`config.mk`:
```
export PLATFORM = sky130hd
export DESIGN_NAME = mem_arbiter_flat
export DESIGN_NICKNAME = d
export VERILOG_FILES = /design/src/rtl/mem_arbiter_pkg.sv /design/src/rtl/mem_arbiter_if.sv /design/src/rtl/mem_arb_pick.sv /design/src/rtl/mem_arbiter.sv /design/src/flat_wrapper.sv
export SDC_FILE = /design/constraint.sdc
export NUM_CORES = 1
export LEC_CHECK = 0
export ABC_AREA = 1
export BUFFER_PORTS_ARGS = -buffer_cell sky130_fd_sc_hd__buf_2
export CELL_PAD_IN_SITES_DETAIL_PLACEMENT = 0
export CELL_PAD_IN_SITES_GLOBAL_PLACEMENT = 1
export CORE_UTILIZATION = 28
export DETAILED_ROUTE_END_ITERATION = 16
export GPL_TIMING_DRIVEN = 0
export PLACE_DENSITY = 0.89
export SYNTH_ARGS = -nofsm -noshare
export SYNTH_HDL_FRONTEND = slang
export SYNTH_HIERARCHICAL = 1
export SYNTH_SLANG_ARGS = --single-unit
```
`constraint.sdc`:
```
create_clock -name clock -period 4 [get_ports clock]
set_input_delay 1.2 -clock clock [delete_from_list [all_inputs] [get_ports clock]]
set_output_delay 1.2 -clock clock [all_outputs]
set_load 0.02 [all_outputs]
```
`src/rtl/mem_arbiter_pkg.sv`:
```
// Shared types and helpers for the unified-memory arbiter.
//   arb_state_e : arbiter FSM states (idle / request issued / awaiting read data)
//   owner_e     : which requester owns the transaction in flight
//   streak_width: counter width able to hold 0..max inclusive
package mem_arbiter_pkg;

    typedef enum logic [1:0] {
        ArbIdle  = 2'd0,
        ArbIssue = 2'd1,
        ArbWait  = 2'd2
    } arb_state_e;

    typedef enum logic {
        OwnFetch = 1'b0,
        OwnData  = 1'b1
    } owner_e;

    function automatic int unsigned streak_width(input int unsigned max_streak);
        return (max_streak < 1) ? 1 : $clog2(max_streak + 1);
    endfunction

endpackage

```
`src/rtl/mem_arbiter_if.sv`:
```
// Bundle of all handshake/bus signals around the arbiter.
//   if_*  : cpu fetch port (req/addr in, gnt/rvalid/rdata out)
//   d_*   : MEM-stage data port (req/we/addr/wdata in, gnt/rvalid/rdata out)
//   m_*   : single-ported memory side (req/we/addr/wdata out, ready/rvalid/rdata in)
// Modport slave is the arbiter's view; master is the view of the core plus memory.
interface mem_arbiter_if #(
    parameter int unsigned XLEN = 32
);
    logic            if_req;
    logic [XLEN-1:0] if_addr;
    logic            if_gnt;
    logic            if_rvalid;
    logic [XLEN-1:0] if_rdata;

    logic            d_req;
    logic            d_we;
    logic [XLEN-1:0] d_addr;
    logic [XLEN-1:0] d_wdata;
    logic            d_gnt;
    logic            d_rvalid;
    logic [XLEN-1:0] d_rdata;

    logic            m_req;
    logic            m_we;
    logic [XLEN-1:0] m_addr;
    logic [XLEN-1:0] m_wdata;
    logic            m_ready;
    logic            m_rvalid;
    logic [XLEN-1:0] m_rdata;

    modport slave (
        input  if_req, if_addr, d_req, d_we, d_addr, d_wdata, m_ready, m_rvalid, m_rdata,
        output if_gnt, if_rvalid, if_rdata, d_gnt, d_rvalid, d_rdata,
        output m_req, m_we, m_addr, m_wdata
    );

    modport master (
        output if_req, if_addr, d_req, d_we, d_addr, d_wdata, m_ready, m_rvalid, m_rdata,
        input  if_gnt, if_rvalid, if_rdata, d_gnt, d_rvalid, d_rdata,
        input  m_req, m_we, m_addr, m_wdata
    );

endinterface

```
`src/rtl/mem_arb_pick.sv`:
```
// Combinational winner select between fetch and data requests.
//   if_req, d_req : pending requests
//   streak        : consecutive data wins while fetch has been waiting
//   valid         : at least one request pending
//   owner         : winner (data by default; fetch once the streak hits MAX_D_STREAK)
module mem_arb_pick
    import mem_arbiter_pkg::*;
#(
    parameter int unsigned MAX_D_STREAK = 4,
    parameter int unsigned SW           = streak_width(MAX_D_STREAK)
) (
    input  logic          if_req,
    input  logic          d_req,
    input  logic [SW-1:0] streak,
    output logic          valid,
    output owner_e        owner
);

    localparam logic [SW-1:0] StreakMax = SW'(MAX_D_STREAK);

    logic fetch_starved;

    always_comb begin
        fetch_starved = if_req && (streak == StreakMax);
        valid         = if_req || d_req;
        owner         = (d_req && !fetch_starved) ? OwnData : OwnFetch;
    end

endmodule

```
`src/rtl/mem_arbiter.sv`:
```
// Shares one memory port between the fetch path and the MEM-stage data path.
// One transaction in flight; data has priority, limited by a fetch anti-starvation streak.
//   clock, reset : system clock, synchronous active-high reset
//   bus          : all fetch/data/memory handshake signals (slave view)
//   busy         : high whenever a transaction is in flight (core stall hint)
// Grants pulse combinationally in the cycle memory accepts; read data is steered
// combinationally to the owner in the cycle m_rvalid arrives.
module mem_arbiter
    import mem_arbiter_pkg::*;
#(
    parameter int unsigned XLEN         = 32,
    parameter int unsigned MAX_D_STREAK = 4
) (
    input  logic          clock,
    input  logic          reset,
    mem_arbiter_if.slave  bus,
    output logic          busy
);

    localparam int unsigned     SW        = streak_width(MAX_D_STREAK);
    localparam logic [SW-1:0]   StreakMax = SW'(MAX_D_STREAK);

    arb_state_e      state;
    owner_e          owner;
    logic [SW-1:0]   streak;

    logic            pick_valid;
    owner_e          pick_owner;
    logic            accept;
    logic            respond;
    logic [XLEN-1:0] rdata;

    mem_arb_pick #(
        .MAX_D_STREAK (MAX_D_STREAK),
        .SW           (SW)
    ) u_pick (
        .if_req (bus.if_req),
        .d_req  (bus.d_req),
        .streak (streak),
        .valid  (pick_valid),
        .owner  (pick_owner)
    );

    always_ff @(posedge clock) begin
        if (reset) begin
            state       <= ArbIdle;
            owner       <= OwnFetch;
            streak      <= '0;
            bus.m_req   <= 1'b0;
            bus.m_we    <= 1'b0;
            bus.m_addr  <= '0;
            bus.m_wdata <= '0;
        end else begin
            case (state)
                ArbIdle: begin
                    if (pick_valid) begin
                        owner     <= pick_owner;
                        bus.m_req <= 1'b1;
                        state     <= ArbIssue;
                        if (pick_owner == OwnData) begin
                            bus.m_we    <= bus.d_we;
                            bus.m_addr  <= bus.d_addr;
                            bus.m_wdata <= bus.d_wdata;
                        end else begin
                            bus.m_we    <= 1'b0;
                            bus.m_addr  <= bus.if_addr;
                        end
                    end
                    // Streak only counts data wins that made a waiting fetch wait longer.
                    if (bus.if_req && pick_owner == OwnData) begin
                        if (streak != StreakMax) begin
                            streak <= streak + SW'(1);
                        end
                    end else begin
                        streak <= '0;
                    end
                end
                ArbIssue: begin
                    if (bus.m_ready) begin
                        bus.m_req <= 1'b0;
                        // Stores are posted: done once memory accepts them.
                        state     <= bus.m_we ? ArbIdle : ArbWait;
                    end
                end
                ArbWait: begin
                    if (bus.m_rvalid) begin
                        state <= ArbIdle;
                    end
                end
                default: begin
                    state     <= ArbIdle;
                    bus.m_req <= 1'b0;
                end
            endcase
        end
    end

    always_comb begin
        // Pulses are suppressed while reset is held so an abandoned transaction stays silent.
        accept        = (state == ArbIssue) && bus.m_ready && !reset;
        respond       = (state == ArbWait) && bus.m_rvalid && !reset;
        rdata         = bus.m_rdata;
        bus.if_gnt    = accept && (owner == OwnFetch);
        bus.d_gnt     = accept && (owner == OwnData);
        bus.if_rvalid = respond && (owner == OwnFetch);
        bus.d_rvalid  = respond && (owner == OwnData);
        bus.if_rdata  = rdata;
        bus.d_rdata   = rdata;
        busy          = (state != ArbIdle);
    end

endmodule

```
`src/flat_wrapper.sv`:
```
// flat-port wrapper written by rule: the top's interface ports become plain ports
module mem_arbiter_flat import mem_arbiter_pkg::*;
#(
    parameter int unsigned XLEN         = 32,
    parameter int unsigned MAX_D_STREAK = 4
)
  (clock, reset, busy, bus_if_req, bus_if_addr, bus_d_req, bus_d_we, bus_d_addr, bus_d_wdata, bus_m_ready, bus_m_rvalid, bus_m_rdata, bus_if_gnt, bus_if_rvalid, bus_if_rdata, bus_d_gnt, bus_d_rvalid, bus_d_rdata, bus_m_req, bus_m_we, bus_m_addr, bus_m_wdata);
  mem_arbiter_if #(.XLEN(XLEN)) bus_i ();
  input  logic clock;
  input  logic reset;
  output logic busy;
  input wire logic [$bits(bus_i.if_req)-1:0] bus_if_req;
  input wire logic [$bits(bus_i.if_addr)-1:0] bus_if_addr;
  input wire logic [$bits(bus_i.d_req)-1:0] bus_d_req;
  input wire logic [$bits(bus_i.d_we)-1:0] bus_d_we;
  input wire logic [$bits(bus_i.d_addr)-1:0] bus_d_addr;
  input wire logic [$bits(bus_i.d_wdata)-1:0] bus_d_wdata;
  input wire logic [$bits(bus_i.m_ready)-1:0] bus_m_ready;
  input wire logic [$bits(bus_i.m_rvalid)-1:0] bus_m_rvalid;
  input wire logic [$bits(bus_i.m_rdata)-1:0] bus_m_rdata;
  output wire logic [$bits(bus_i.if_gnt)-1:0] bus_if_gnt;
  output wire logic [$bits(bus_i.if_rvalid)-1:0] bus_if_rvalid;
  output wire logic [$bits(bus_i.if_rdata)-1:0] bus_if_rdata;
  output wire logic [$bits(bus_i.d_gnt)-1:0] bus_d_gnt;
  output wire logic [$bits(bus_i.d_rvalid)-1:0] bus_d_rvalid;
  output wire logic [$bits(bus_i.d_rdata)-1:0] bus_d_rdata;
  output wire logic [$bits(bus_i.m_req)-1:0] bus_m_req;
  output wire logic [$bits(bus_i.m_we)-1:0] bus_m_we;
  output wire logic [$bits(bus_i.m_addr)-1:0] bus_m_addr;
  output wire logic [$bits(bus_i.m_wdata)-1:0] bus_m_wdata;
  assign bus_i.if_req = bus_if_req;
  assign bus_i.if_addr = bus_if_addr;
  assign bus_i.d_req = bus_d_req;
  assign bus_i.d_we = bus_d_we;
  assign bus_i.d_addr = bus_d_addr;
  assign bus_i.d_wdata = bus_d_wdata;
  assign bus_i.m_ready = bus_m_ready;
  assign bus_i.m_rvalid = bus_m_rvalid;
  assign bus_i.m_rdata = bus_m_rdata;
  assign bus_if_gnt = bus_i.if_gnt;
  assign bus_if_rvalid = bus_i.if_rvalid;
  assign bus_if_rdata = bus_i.if_rdata;
  assign bus_d_gnt = bus_i.d_gnt;
  assign bus_d_rvalid = bus_i.d_rvalid;
  assign bus_d_rdata = bus_i.d_rdata;
  assign bus_m_req = bus_i.m_req;
  assign bus_m_we = bus_i.m_we;
  assign bus_m_addr = bus_i.m_addr;
  assign bus_m_wdata = bus_i.m_wdata;
  mem_arbiter #(.XLEN(XLEN), .MAX_D_STREAK(MAX_D_STREAK)) u_core (.clock(clock), .reset(reset), .bus(bus_i), .busy(busy));
endmodule
```
==> results of run 1 <==
## through the flow
stage / setup slack [ns] / cell area [um2] / cells / util (%) / power [mW]
2_1_floorplan: 0.844 / 3620 / 524 / - / 1.22
3_3_place_gp: 0.654 / 5020 / 932 / 39.8 / 1.42
3_5_place_dp: 0.648 / 5020 / 932 / 39.8 / 1.43
4_1_cts: 0.648 / 5370 / 948 / 42.6 / 2.38
5_1_grt: 0.555 / 5370 / 948 / 42.6 / 2.49
6_report: 0.677 / 5370 / 948 / 42.6 / 2.36
## tightest hold or removal path: stages (launching register included)
cell and delay, ns:
dfxtp_1 0.30, nand2_1 0.06, a21oi_1 0.05
## cell usage in the layout, fill, tap and decap left out, drive strengths merged
master and count:
nor2 78, inv 51, clkinv 1, o21bai 1
or2 1, a21oi 39, nand3b 1, nand2 118
clkbuf 19, o21ai 64, bufinv 3, clkinvlp 1
buf 318, dfxtp 72, nand3 7, ha 2
## metal layers
| layer | part of all wire (%) | track usage (%) | vias up | wire [um] |
|---|---|---|---|---|
| met5 | 0 | 0 | - | 0 |
| met4 | 1.3 | 5.21 | 0 | 138 |
| met3 | 9.8 | 5.18 | 13 | 1030 |
| met2 | 46 | 24.6 | 172 | 4800 |
| met1 | 43 | 18.0 | 1655 | 4520 |
| li1 | - | - | 2051 | - |
## power groups by stage
stage                     Combinational [mW]  Clock (mW)  Sequential, mW
after CTS                              0.584       0.971           0.828
after floorplan                        0.299           0           0.921
final                                  0.578       0.949           0.828
after global routing                   0.641        1.01           0.837
after global placement                 0.583           0           0.841
after detailed placement               0.583           0           0.843
## how the worst max path moves through the flow
stage	from	end	slack, ns	depth (start not counted)
floorplan	reset	bus_d_gnt	0.84	5
global placement	reset	bus_d_gnt	0.65	6
detailed placement	reset	bus_d_rvalid	0.65	6
CTS	reset	bus_d_rvalid	0.65	6
global route	reset	bus_d_rvalid	0.56	6
finish	reset	bus_d_rvalid	0.68	6
## area by class of cell
| class | count | share of cell area (%) |
|---|---|---|
| Sequential cell | 72 | 26.8 |
| Multi-Input combinational cell | 311 | 25.3 |
| Timing Repair Buffer | 236 | 22.0 |
| Buffer | 91 | 11.8 |
| Clock buffer | 10 | 4.45 |
| Tap cell | 172 | 4.00 |
| Inverter | 50 | 3.49 |
| Clock inverter | 6 | 2.14 |
## state kept, by name, summed over array words and instances (netlist names)
signal,count
u_core/owner,1
u_core/bus.m_we,1
u_core/state,2
u_core/streak,3
u_core/bus.m_addr,32
u_core/bus.m_wdata,32
u_core/bus.m_req,1
## logic make-up after synthesis
kind of cell | after synthesis
DFF | 72
AOI/OAI and AO/OA | 104
buffers and inverters | 141
and+or+nand+nor | 205
adders and majority gates | 2
==> results.md, run 1 <==
## Clocking
- total number of clock tree sinks: 72
- clock slew at reported path FFs: 0.06 ns
- clock buffer count from CTS: 9
- TritonCTS clock tree: built
- Bufs on Longest Clock Path: 2
- root buffer cell: clkbuf_16
- CTS-repair resized insts: 0
- Clk Latency, worst-skew pair: 0.33 ns
- number of buffers added for setup after CTS: 0
- H-tree Lvls: 3
- hold buffers post-CTS: 0

## STA
- post-route minimum period: 3.32 ns
- highest attainable clock frequency: 0.301 GHz
- hold violation count in the final report: 0
- summed negative setup slack over all endpoints: 0 ns
- worst hold slack: 0.463 ns
- period utilization: 83.1%
- Final Max Slew Viols: 0
- setup violators final: 0
- setup clock skew after layout: 0.00471 ns
- slew margin rel.: 59.8%
- transition at the pin with the smallest max-transition slack: 0.603 ns
- setup repair after global routing missed its margin: false

## Power and ir drop
- clock network fraction of design power: 40.3%
- Peak VDD IR: 0.000201 V
- power density over the cells: 438 nW/um2
- combinational share of power: 24.5%
- sw frac: 30.0%
- Switch Pwr: 706 uW
- leakage power total: 2.99 nW
- Reg power frac: 35.2%
- total internal power: 1.65 mW

## Drt
- remaining routing DRC violations: 0
- number of antenna-violating nets in the routed design: 0
- router iterations before antenna repair: 4
- Routed Wire Length: 10,500 um
- detailed-route via count: 3,891
- wire length per cell: 11.1 um
- per-cell via count in the routed design: 4.10
- drt initial violations: 158

## Worst setup path
- buffers plus inverters on the worst setup path: 4
- kind of capture point of the worst setup path: primary output
- critical path's slowest cell: buf_2
- cell repeated most along the worst path: buf_2
- data arrival time of the worst path: 2.12 ns
- sequence of cells on the critical path: buf_2, inv_1, buf_2, nand3_1, nor2_1, buf_2
- cells on worst reg2reg path: 7
- Worst Path Class, Setup: in -> out
- endpoint of the most critical register-to-register path: u_core/bus.m_addr[28]$_SDFFE_PP0P_
- category of the worst setup path launch point: input pin
- CP Data Required Time: 2.80 ns
- gate family responsible for the most delay along the worst path: buffers and inverters
- biggest fanout along the worst timing path: 10
- peak per-stage delay on the critical path: 0.21 ns
- Critical R2R Launch: u_core/streak[0]$_SDFFE_PP0P_
- slack of the worst reg-to-reg path: 2.24 ns

## Yosys
- count of synthesis-stage warnings from yosys: 6
- Mapped Area: 3620 um2
- post-synth top area share: 39.8%
- biggest area consumer among synthesized cells: dfxtp_1
- Synth Area in Compound Gates: 14.4%
- fraction of synthesized cell area in xor and xnor cells: 0%
- synthesized-area fraction occupied by adder cells: 0.691%
- number of different library cells in the post-synthesis netlist: 20
- Async S/R FF share, synth: 0%
- number of enable flip-flop cells after synthesis: 0
- Main synth FF type: dfxtp_1
- top cells by area, synth: dfxtp_1 40%, buf_4 14%, nand2_1 12%, nor2_1 7.9%, a21oi_1 5.4%
- Avg Inst Size Synth: 6.92 um2
- total of flip-flops plus latches after synthesis: 72
- instance count of the mapped netlist: 524
- post-synthesis net count: 661
- multiplexer fraction of the synthesized cell area: 0%
- largest family of logic cells by synthesized area: buffers and inverters
- simple-gate area share of the yosys netlist: 22.4%
- Seq/Total Area, Yosys: 39.8%
- top post-synthesis cells by count: 117 x nand2_1, 76 x nor2_1, 72 x dfxtp_1
- most numerous cell in the Yosys netlist: nand2_1

## GRT
- global-route wire length before repair: 15,600 um
- overall track demand over capacity in global routing: 14.9%
- number of antenna violations at the first check in global routing: 0
- total grt overflow: 0
- maximum number of pins on one net before global-route repair: 14
- via count of the first global-routing pass: 3,345

## Place
- Final GP Congestion: 0.770
- Port-buffer cells: 236
- HPWL Detailed: 8410 um

## Outcome
- status: finished clean

## Layout
- Fillers: 1,381
- layout cells sized above 1: 43.9%
- combined area of the multi-input logic cells: 1360 um2
- sequential standard cell area: 1440 um2
- nets: 908
- Syn-to-layout area delta: 48.3%
- Diodes inserted: 0

## Floorplan
- # IOs: 270
- Initial Utilization: 28.7%
- height of the chip: 116 um
- overall die width: 116 um
- Core Region: 12,600 um2
- # rows: 41
- area enclosed by the die boundary: 13,400 um2

## Min path
- hold crit path type: reg -> reg
- end point of the most critical hold path: u_core/bus.m_addr[27]$_SDFFE_PP0P_
- hold path startpoint: u_core/bus.m_addr[27]$_SDFFE_PP0P_
- cell count of the worst hold path: 2

## Flow run
- maximum capacitance violations: 0

Power figures use the tool's default switching activity.
==> inputs of run 2 (changes only) <==
--- a/config.mk
+++ b/config.mk
@@ -5,14 +5,14 @@
 export SDC_FILE = /design/constraint.sdc
 export NUM_CORES = 1
 export LEC_CHECK = 0
-export ABC_AREA = 1
+export ABC_AREA = 0
 export BUFFER_PORTS_ARGS = -buffer_cell sky130_fd_sc_hd__buf_2
 export CELL_PAD_IN_SITES_DETAIL_PLACEMENT = 0
 export CELL_PAD_IN_SITES_GLOBAL_PLACEMENT = 1
 export CORE_UTILIZATION = 28
 export DETAILED_ROUTE_END_ITERATION = 16
 export GPL_TIMING_DRIVEN = 0
-export PLACE_DENSITY = 0.89
+export PLACE_DENSITY = 0.84
 export SYNTH_ARGS = -nofsm -noshare
 export SYNTH_HDL_FRONTEND = slang
 export SYNTH_HIERARCHICAL = 1
==> constraint.sdc (replaced) <==
create_clock -name clock -period 3.1 [get_ports clock]
set_input_delay 0.93 -clock clock [delete_from_list [all_inputs] [get_ports clock]]
set_output_delay 0.93 -clock clock [all_outputs]
set_load 0.02 [all_outputs]
==> results.md, run 2 <==
## Outcome
- status: finished clean

## GRT
- maximum number of pins on one net before global-route repair: 12, -2
- total grt overflow: 0, unchanged
- number of antenna violations at the first check in global routing: 1, +1
- overall track demand over capacity in global routing: 14.1%, -0.80 points
- via count of the first global-routing pass: 2,996, -10%
- global-route wire length before repair: 14,400 um, -7.6%

## Power and ir drop
- leakage power total: 2.70 nW, -9.5%
- Peak VDD IR: 0.000261 V, +30%
- power density over the cells: 526 nW/um2, +20%

## Min path
- hold crit path type: reg -> reg
- hold path startpoint: u_core/bus.m_wdata[6]$_SDFFE_PP0P_

## Yosys
- Main synth FF type: dfxtp_1
- most numerous cell in the Yosys netlist: dfxtp_1
- Seq/Total Area, Yosys: 39.1%, -0.66 points
- total of flip-flops plus latches after synthesis: 72, unchanged
- top cells by area, synth: dfxtp_1 39%, buf_4 14%, a211oi_2 11%, mux2i_1 8.7%, nand2_1 6.7%
- Async S/R FF share, synth: 0%, unchanged
- count of synthesis-stage warnings from yosys: 6, unchanged
- post-synthesis net count: 539, -18%
- number of different library cells in the post-synthesis netlist: 32, +60%
- Mapped Area: 3680 um2, +1.7%
- instance count of the mapped netlist: 402, -23%
- top post-synthesis cells by count: 72 x dfxtp_1, 68 x buf_4, 66 x nand2_1
- post-synth top area share: 39.1%, -0.66 points
- biggest area consumer among synthesized cells: dfxtp_1
- number of enable flip-flop cells after synthesis: 0, unchanged
- Avg Inst Size Synth: 9.17 um2, +33%

## Worst setup path
- cell repeated most along the worst path: buf_2
- category of the worst setup path launch point: input pin
- peak per-stage delay on the critical path: 0.30 ns, +0.09 ns
- biggest fanout along the worst timing path: 10, unchanged
- gate family responsible for the most delay along the worst path: buffers and inverters
- Worst Path Class, Setup: in -> out
- Critical R2R Launch: u_core/streak[1]$_SDFFE_PP0P_
- sequence of cells on the critical path: buf_2, nor4b_1, buf_2
- CP Data Required Time: 2.17 ns, -0.63 ns
- data arrival time of the worst path: 1.62 ns, -0.50 ns
- kind of capture point of the worst setup path: primary output
- buffers plus inverters on the worst setup path: 2, -2
- critical path's slowest cell: nor4b_1
- Worst setup startpoint: reset

## Floorplan
- height of the chip: 117 um, +0.82%
- area enclosed by the die boundary: 13,600 um2, +1.7%
- # IOs: 270, unchanged
- Initial Utilization: 29.0%, +0.25 points
- # rows: 41, unchanged
- overall die width: 117 um, +0.82%
- Core Region: 12,700 um2, +0.81%

## STA
- setup repair after global routing missed its margin: false
- highest attainable clock frequency: 0.392 GHz
- Final Max Slew Viols: 0, unchanged
- summed negative setup slack over all endpoints: 0 ns, unchanged
- transition at the pin with the smallest max-transition slack: 0.770 ns, +0.168 ns
- setup clock skew after layout: 0.0110 ns, +0.00625 ns
- post-route minimum period: 2.55 ns
- period utilization: 82.3%
- hold violation count in the final report: 0, unchanged
- setup violators final: 0, unchanged
- worst hold slack: 0.450 ns, -0.0124 ns
- slew margin rel.: 48.7%, -11 points

## Layout
- combined area of the multi-input logic cells: 1530 um2, +13%
- final core area utilization: 42.2%, -0.37 points
- Fillers: 1,330, -3.7%
- most frequent cells in the layout: 242 x buf_2, 72 x dfxtp_1, 68 x buf_4
- most common library cell in the layout ignoring fill and taps: buf_2
- count of placed standard cells in the final layout, fillers left out: 825, -13%
- nets: 786, -13%
- layout cells sized above 1: 56.5%, +13 points
- sequential standard cell area: 1440 um2, unchanged
- Syn-to-layout area delta: 45.7%
- Diodes inserted: 0, unchanged
- largest registers: u_core/bus.m_addr (32), u_core/bus.m_wdata (32), u_core/streak (3)

## Clocking
- number of buffers added for setup after CTS: 0, unchanged
- Clk Latency, worst-skew pair: 0.33 ns, about the same
- CTS-repair resized insts: 0, unchanged
- clock buffer count from CTS: 9, unchanged
- H-tree Lvls: 3, unchanged
- clock slew at reported path FFs: 0.05 ns, about the same
- Bufs on Longest Clock Path: 2, unchanged
- TritonCTS clock tree: built
- total number of clock tree sinks: 72, unchanged
- hold buffers post-CTS: 0, unchanged
- root buffer cell: clkbuf_16

## Drt
- router iterations before antenna repair: 4, unchanged
- number of antenna-violating nets in the routed design: 0, unchanged
- detailed-route via count: 3,505, -9.9%
- per-cell via count in the routed design: 4.25, +3.5%
- wire length per cell: 12.2 um, +11%
- remaining routing DRC violations: 0, unchanged
- drt initial violations: 49, -69%
- Routed Wire Length: 10,100 um, -3.8%

## Place
- cell count after placement: 810, -13%
- Port-buffer cells: 236, unchanged
- Final GP Congestion: 0.729, -5.4%
- HPWL Detailed: 8250 um, -1.9%

## Flow run
- maximum capacitance violations: 0, unchanged

==> run 2: area by class of cell <==
| class | instances | area share (%) |
|---|---|---|
| clock inverters | 3 | 0.792 |
| clock buffers | 12 | 4.59 |
| inverters | 4 | 0.280 |
| repair buffers | 236 | 22.0 |
| plain buffers | 93 | 13.0 |
| flip-flops and latches | 72 | 26.8 |
| well taps | 172 | 4.01 |
| multi-input cells | 233 | 28.5 |
==> run 2: layer usage <==
metal	vias up	routed length, um	global-route usage, %
li1	1787	-	-
met1	1577	4050	15.4
met2	128	5090	24.3
met3	11	803	5.86
met4	2	132	5.40
met5	-	18	0
==> run 2: path summary, 6_finish.rpt <==
check | slack [ns] | cells after the start | to
max | 0.55 | 3 | bus_d_gnt
min | 0.45 | 2 | u_core/bus.m_wdata[6]$_SDFFE_PP0P_
max reg2reg | 1.45 | 5 | u_core/bus.m_addr[25]$_SDFFE_PP0P_
min reg2reg | 0.45 | 2 | u_core/bus.m_wdata[6]$_SDFFE_PP0P_
==> run 2: stage by stage <==
stage / power, mW / cell area, um2 / setup slack (ns)
2_1_floorplan: 1.58 / 3680 / 0.296
5_1_grt: 2.97 / 5370 / 0.420
3_5_place_dp: 1.84 / 5080 / 0.515
4_1_cts: 2.87 / 5370 / 0.506
6_report: 2.82 / 5370 / 0.548
3_3_place_gp: 1.82 / 5080 / 0.537
==> run 2: worst register-to-register path, cell delays in order, from the launching register on <==
cell      delay [ns]
dfxtp_1         0.38
o31a_1          0.21
buf_4           0.23
buf_2           0.31
mux2i_1         0.28
a211oi_2        0.09
==> run 2: cells by family (layout without fill, tap and decap cells) <==
family	after synthesis	in the layout	synth area share, %
adder cells (fa/ha/maj)	2	2	0.679
multiplexers	32	32	8.69
AO/OA/AOI/OAI	78	78	17.6
AND/OR/NAND/NOR	121	121	14.6
flip-flops	72	72	39.1
buffers and inverters	97	348	19.4
==> run 2: power by group <==
group	internal, mW	switching, mW
Clock	0.639	0.375
Sequential	1.01	0.0398
Combinational	0.326	0.432
